===== config.mk =====
export PLATFORM = sky130hd
export DESIGN_NAME = imem_loader
export DESIGN_NICKNAME = d
export VERILOG_FILES = /design/src/rtl/imem_loader_pkg.sv /design/src/rtl/imem_word_assembler.sv /design/src/rtl/imem_loader.sv
export SDC_FILE = /design/constraint.sdc
export NUM_CORES = 1
export LEC_CHECK = 0
export ABC_AREA = 1
export BUFFER_PORTS_ARGS = -buffer_cell sky130_fd_sc_hd__clkbuf_2
export CORE_MARGIN = 2
export CORE_UTILIZATION = 40
export CTS_CLUSTER_SIZE = 24
export DETAILED_ROUTE_END_ITERATION = 6
export SKIP_CTS_REPAIR_TIMING = 1
export SLEW_MARGIN = 20
export SYNTH_ARGS = -nofsm -noshare
export SYNTH_HDL_FRONTEND = slang
export SYNTH_SLANG_ARGS = --single-unit

===== constraint.sdc =====
create_clock -name clk -period 2.18 [get_ports clk]
set_input_delay 0.436 -clock clk [delete_from_list [all_inputs] [get_ports clk]]
set_output_delay 0.436 -clock clk [all_outputs]
set_load 0.005 [all_outputs]

===== src/rtl/imem_loader_pkg.sv =====
// imem_loader_pkg: shared types and constants for the instruction-memory loader.
//   state_t        - loader FSM states
//   BYTES_PER_WORD - stream bytes assembled into one instruction word
//   LEN_BYTES      - bytes in the little-endian word-count header
package imem_loader_pkg;

    typedef enum logic [2:0] {
        IDLE,
        LEN_LO,
        LEN_HI,
        DATA,
        WRITE,
        CHECK
    } state_t;

    localparam int unsigned BYTES_PER_WORD = 4;
    localparam int unsigned LEN_BYTES      = 2;

endpackage


===== src/rtl/imem_word_assembler.sv =====
// imem_word_assembler: packs stream bytes little-endian into a 32-bit word.
//   clk, rst_n   - clock, asynchronous active-low reset
//   i_clear      - restart assembly at byte 0 and zero the word
//   i_byte_en    - accept i_byte this cycle
//   i_byte       - incoming byte
//   o_word       - assembled word (first byte in [7:0], fourth in [31:24])
//   o_word_full  - high in the cycle the fourth byte is accepted
module imem_word_assembler
    import imem_loader_pkg::*;
(
    input  logic        clk,
    input  logic        rst_n,
    input  logic        i_clear,
    input  logic        i_byte_en,
    input  logic [7:0]  i_byte,
    output logic [31:0] o_word,
    output logic        o_word_full
);

    logic [1:0]  r_cnt;
    logic [31:0] r_word;

    // Shifting in from the top leaves the first byte in [7:0] after four shifts.
    always_ff @(posedge clk or negedge rst_n) begin
        if (!rst_n) begin
            r_cnt  <= '0;
            r_word <= '0;
        end else if (i_clear) begin
            r_cnt  <= '0;
            r_word <= '0;
        end else if (i_byte_en) begin
            r_cnt  <= r_cnt + 2'd1;
            r_word <= {i_byte, r_word[31:8]};
        end
    end

    assign o_word      = r_word;
    assign o_word_full = i_byte_en && (r_cnt == 2'(BYTES_PER_WORD - 1));

endmodule


===== src/rtl/imem_loader.sv =====
// imem_loader: receives a framed byte stream and writes it into instruction RAM.
// Frame: LEN_LO, LEN_HI (word count N), 4*N data bytes, XOR checksum byte.
//   clk, rst_n  - clock, asynchronous active-low reset
//   load_start  - pulse in IDLE opens a load session
//   rx_data/rx_valid/rx_ready - byte stream handshake
//   mem_we/mem_waddr/mem_wdata - one-cycle word write to the RAM
//   cpu_hold    - holds the core in reset during a session
//   done/error  - outcome of the last session (levels)
module imem_loader
    import imem_loader_pkg::*;
#(
    parameter int unsigned DEPTH     = 64,
    parameter logic [31:0] BASE_ADDR = 32'h0000_0000
) (
    input  logic        clk,
    input  logic        rst_n,
    input  logic        load_start,
    input  logic [7:0]  rx_data,
    input  logic        rx_valid,
    output logic        rx_ready,
    output logic        mem_we,
    output logic [31:0] mem_waddr,
    output logic [31:0] mem_wdata,
    output logic        cpu_hold,
    output logic        done,
    output logic        error
);

    localparam int unsigned IDX_W = $clog2(DEPTH) + 1;

    state_t           r_state;
    state_t           w_next;
    logic [15:0]      r_len;
    logic [IDX_W-1:0] r_index;
    logic [7:0]       r_csum;
    logic             r_cpu_hold;
    logic             r_done;
    logic             r_error;

    logic             w_xfer;
    logic [15:0]      w_len;
    logic             w_oversize;
    logic             w_last;
    logic             w_clear;
    logic             w_byte_en;
    logic [31:0]      w_word;
    logic             w_word_full;

    assign w_xfer     = rx_valid && rx_ready;
    assign w_len      = {rx_data, r_len[7:0]};
    assign w_oversize = w_len > 16'(DEPTH);
    assign w_last     = (16'(r_index) + 16'd1) == r_len;

    imem_word_assembler u_asm (
        .clk         (clk),
        .rst_n       (rst_n),
        .i_clear     (w_clear),
        .i_byte_en   (w_byte_en),
        .i_byte      (rx_data),
        .o_word      (w_word),
        .o_word_full (w_word_full)
    );

    always_ff @(posedge clk or negedge rst_n) begin
        if (!rst_n) begin
            r_state <= IDLE;
        end else begin
            r_state <= w_next;
        end
    end

    always_comb begin
        w_next    = r_state;
        rx_ready  = 1'b0;
        mem_we    = 1'b0;
        w_clear   = 1'b0;
        w_byte_en = 1'b0;
        case (r_state)
            IDLE: begin
                if (load_start) begin
                    w_clear = 1'b1;
                    w_next  = LEN_LO;
                end
            end
            LEN_LO: begin
                rx_ready = 1'b1;
                if (w_xfer) w_next = LEN_HI;
            end
            LEN_HI: begin
                rx_ready = 1'b1;
                if (w_xfer) begin
                    if (w_oversize)        w_next = IDLE;
                    else if (w_len == '0)  w_next = CHECK;
                    else                   w_next = DATA;
                end
            end
            DATA: begin
                rx_ready  = 1'b1;
                w_byte_en = w_xfer;
                if (w_word_full) w_next = WRITE;
            end
            WRITE: begin
                mem_we = 1'b1;
                w_next = w_last ? CHECK : DATA;
            end
            CHECK: begin
                rx_ready = 1'b1;
                if (w_xfer) w_next = IDLE;
            end
            default: w_next = IDLE;
        endcase
    end

    always_ff @(posedge clk or negedge rst_n) begin
        if (!rst_n) begin
            r_len      <= '0;
            r_index    <= '0;
            r_csum     <= '0;
            r_cpu_hold <= 1'b0;
            r_done     <= 1'b0;
            r_error    <= 1'b0;
        end else begin
            case (r_state)
                IDLE: begin
                    if (load_start) begin
                        r_cpu_hold <= 1'b1;
                        r_done     <= 1'b0;
                        r_error    <= 1'b0;
                        r_index    <= '0;
                        r_csum     <= '0;
                        r_len      <= '0;
                    end
                end
                LEN_LO: begin
                    if (w_xfer) begin
                        r_len[7:0] <= rx_data;
                        r_csum     <= r_csum ^ rx_data;
                    end
                end
                LEN_HI: begin
                    if (w_xfer) begin
                        r_len  <= w_len;
                        r_csum <= r_csum ^ rx_data;
                        if (w_oversize) begin
                            r_error    <= 1'b1;
                            r_cpu_hold <= 1'b0;
                        end
                    end
                end
                DATA: begin
                    if (w_xfer) r_csum <= r_csum ^ rx_data;
                end
                WRITE: begin
                    r_index <= r_index + 1'b1;
                end
                CHECK: begin
                    if (w_xfer) begin
                        if (rx_data == r_csum) r_done  <= 1'b1;
                        else                   r_error <= 1'b1;
                        r_cpu_hold <= 1'b0;
                    end
                end
                default: ;
            endcase
        end
    end

    assign mem_waddr = BASE_ADDR + (32'(r_index) << 2);
    assign mem_wdata = w_word;
    assign cpu_hold  = r_cpu_hold;
    assign done      = r_done;
    assign error     = r_error;

endmodule


==> results.cfg <==
[setup_path]
cp_data_arrival_time_ns = 1.55
endpoint = mem_we
rr_worst_depth = 12
worst_path_cell_chain = nor2_2 > inv_2 > nor2_1 > clkbuf_2
critical_path_buf_inv_count = 2
cpPeakStageDelay_ns = 0.44
crit_type = reg -> out
rrSetupSlack_ns = 0.39
start_kind = flip-flop
r2r_end = r_state[1]
critical_path_depth = 4
worst-endpoint-required_ns = 1.74
crit-reg2reg-launch = r_index[0]
worstSetupStartpoint = r_state[1]
crit_fanout = 6
crit_path_end_kind = primary output
critPathSlowestCell = sky130_fd_sc_hd__dfrtp_1
worst_path_dominant_cell_family = simple AND/OR/NAND/NOR gates

[global_routing]
grt_max_degree = 40
globalRouteOverflowTotal = 0
grt_antenna_before_repair = 0
grtUsageTotal_pct = 17.2
grt_pass1_wl_microns = 13300
grt_pass1_vias = 2712

[clock_network]
clock_tree.htree_level_count = 3
worst_setup_hold_path_clk_slew_ns = 0.08
tritoncts = yes
numCtsBuffers = 9
worst_skew_pair.late_latency_ns = 0.35
clockBufferDepth = 2
clock_sink_count = 71
clockRootBuffer = sky130_fd_sc_hd__clkbuf_8

[status]
run_status = finished, final reports clean

[placement]
pre_cts_ws_ns = 0.397
post-dp-hpwl_microns = 5790
buffer_ports.inserted = 55
finalWeightedCongestion = 0.802

[synth]
ys_types = 31
netlist_instances = 421
ys_seq_elements = 71
sequential_cell_area_fraction_in_the_yosys_report_pct = 49.8
yosysWarningCount = 0
synthesis.area_per_instance_sq_um = 8.47
post_synth_instance_area_sq_mm = 0.00357

[cells_and_area]
total_of_fill_cells_in_the_finished_design = 870
drive_above_1_share_pct = 19.8
final_net_count = 493
num_antenna_cells = 0
finalCoreUtilization_pct = 46.9
multi_input_comb_area_sq_mm = 0.00133
syn2layout_area_growth_pct = 14.2
register_area_sq_mm = 0.00178

[route]
route.detailed.vias_per_inst = 4.90
detail-route-antenna-nets = 0
drc_errors = 0
drt_iter0_drc = 140
vias = 2898
wirelength_microns = 8030
detail_route.first_pass.iterations = 4
post_drt_wl_per_cell_microns = 13.6

[timing]
slew-limit-headroom_pct = 59.8
setup_violations = 0
fin_tns_setup_ns = 0
final_period_minus_worst_setup_slack_ns = 1.98
timing.fmax_mhz = 505
worst_slew_pin_slew_ns = 0.604
final_critical_path_setup_slack_ns = 0.199
report.final.hold_viol_count = 0
skew_ns = 0.00936
grt_setup_unrepaired = no
final_max_slew_viol_count = 0
post-route-period-util_pct = 90.9

[floorplan]
rows = 34
dieWidth_microns = 98.4
floorplan.initialDensity_pct = 41.1
floorplan.die_area_sq_mm = 0.00969
floorplan.core_area_sq_mm = 0.00868
pin_count = 81
chipHeight_microns = 98.4

[power_and_ir_drop]
power.total_w = 0.00495
cellLeakagePower_nw = 2.05
ir_drop_mv = 0.600
power_density_mw_per_mm2 = 1220

[hold_path]
worstHoldPathType = in -> async

[job]
cap_violations = 0
[sequential cells by signal, indices dropped and copies added, names as in the netlist]
signal	count
u_asm.o_word	32
r_len	16
r_csum	8
r_index	7
r_state	3
u_asm.r_cnt	2
cpu_hold	1
done	1
error	1
[metal layers]
layer | share of wire (%) | up-vias | GRT usage (%)
li1 | - | 1426 | -
met1 | 48 | 1381 | 25.6
met2 | 45 | 82 | 24.8
met3 | 6.1 | 9 | 3.97
met4 | 1.4 | 0 | 6.01
met5 | 0 | - | 0
[Yosys cell counts (all sizes together)]
cell    number  area share (%)
conb         1            0.11
xor2         4            0.98
o21ai       50             7.9
a32o         1            0.28
nor2        23             3.2
o22ai       26             4.6
nand2       71             7.8
nor3         4            0.70
clkbuf       3            0.35
dfrtp       71              50
buf         33             7.1
inv         76             8.1
nand4        4            0.70
xnor2        4            0.98
a21oi        2            0.28
ha           2            0.70
nand3       46             6.6
[cell type report]
type / instances / share of cell area [%]
flip-flops and latches: 71 / 43.6
inverters: 76 / 7.07
clock inverters: 7 / 2.52
clock buffers: 9 / 3.04
multi-input cells: 262 / 32.6
repair buffers: 59 / 7.81
well taps: 108 / 3.32
[worst reg2reg max path, cell delays in order, from the launching register on]
cell                      delay (ns)
sky130_fd_sc_hd__dfrtp_1        0.44
sky130_fd_sc_hd__ha_1           0.20
sky130_fd_sc_hd__nand2_1        0.13
sky130_fd_sc_hd__o21ai_0        0.25
sky130_fd_sc_hd__nand2_1        0.12
sky130_fd_sc_hd__nand2_1        0.07
sky130_fd_sc_hd__nand3_1        0.07
sky130_fd_sc_hd__nor2_1         0.14
sky130_fd_sc_hd__nand2_1        0.07
sky130_fd_sc_hd__nand2_1        0.06
sky130_fd_sc_hd__nand2_1        0.05
sky130_fd_sc_hd__nand2_1        0.05
sky130_fd_sc_hd__nand2_1        0.04
[worst min path at each step]
stage | slack, ns | cells past startpoint | to
2_1_floorplan | 0.14 | 0 | cpu_hold
3_3_place_gp | 0.47 | 1 | u_asm.o_word[24]
3_5_place_dp | 0.47 | 2 | error
4_1_cts | 0.1 | 1 | u_asm.o_word[18]
5_1_grt | 0.12 | 1 | u_asm.o_word[2]
6_report | 0.09 | 1 | u_asm.o_word[27]
[cell families after synthesis]
group           synth area share (%)
fa+ha+maj                      0.702
xor+xnor                        1.96
other cells                    0.105
compound gates                  13.0
flops                           49.8
buf+inv                         15.5
simple gates                    18.9
[power by group]
part / switching, W / leakage, nW / internal (W)
combinational: 0.00120 / 0.975 / 0.000626
clock: 0.000548 / 0.110 / 0.000656
sequential: 0.000247 / 0.965 / 0.00168
total: 0.00199 / 2.05 / 0.00296
[cell usage in the layout, fill, tap and decap left out, types with 5 or more instances in the layout]
master                      n
sky130_fd_sc_hd__clkbuf_8   9
sky130_fd_sc_hd__o22ai_1   26
sky130_fd_sc_hd__inv_1     70
sky130_fd_sc_hd__nor2_2     5
sky130_fd_sc_hd__conb_1    25
sky130_fd_sc_hd__nand3_1   45
sky130_fd_sc_hd__o21ai_1   13
sky130_fd_sc_hd__dfrtp_1   71
sky130_fd_sc_hd__nand2_1   69
sky130_fd_sc_hd__clkbuf_2  54
sky130_fd_sc_hd__inv_2      5
sky130_fd_sc_hd__o21ai_0   33
sky130_fd_sc_hd__nor2_1    16
[per-stage QoR]
stage / cells / cell area, sq um / hold WS [ns]
6_report: 592 / 4070 / 0.0945
5_1_grt: 592 / 4070 / 0.117
4_1_cts: 592 / 4070 / 0.0969
3_5_place_dp: 576 / 3840 / 0.465
3_3_place_gp: 576 / 3840 / 0.470
2_1_floorplan: 445 / 3660 / 0.140
(Power assumes the default switching activity.)
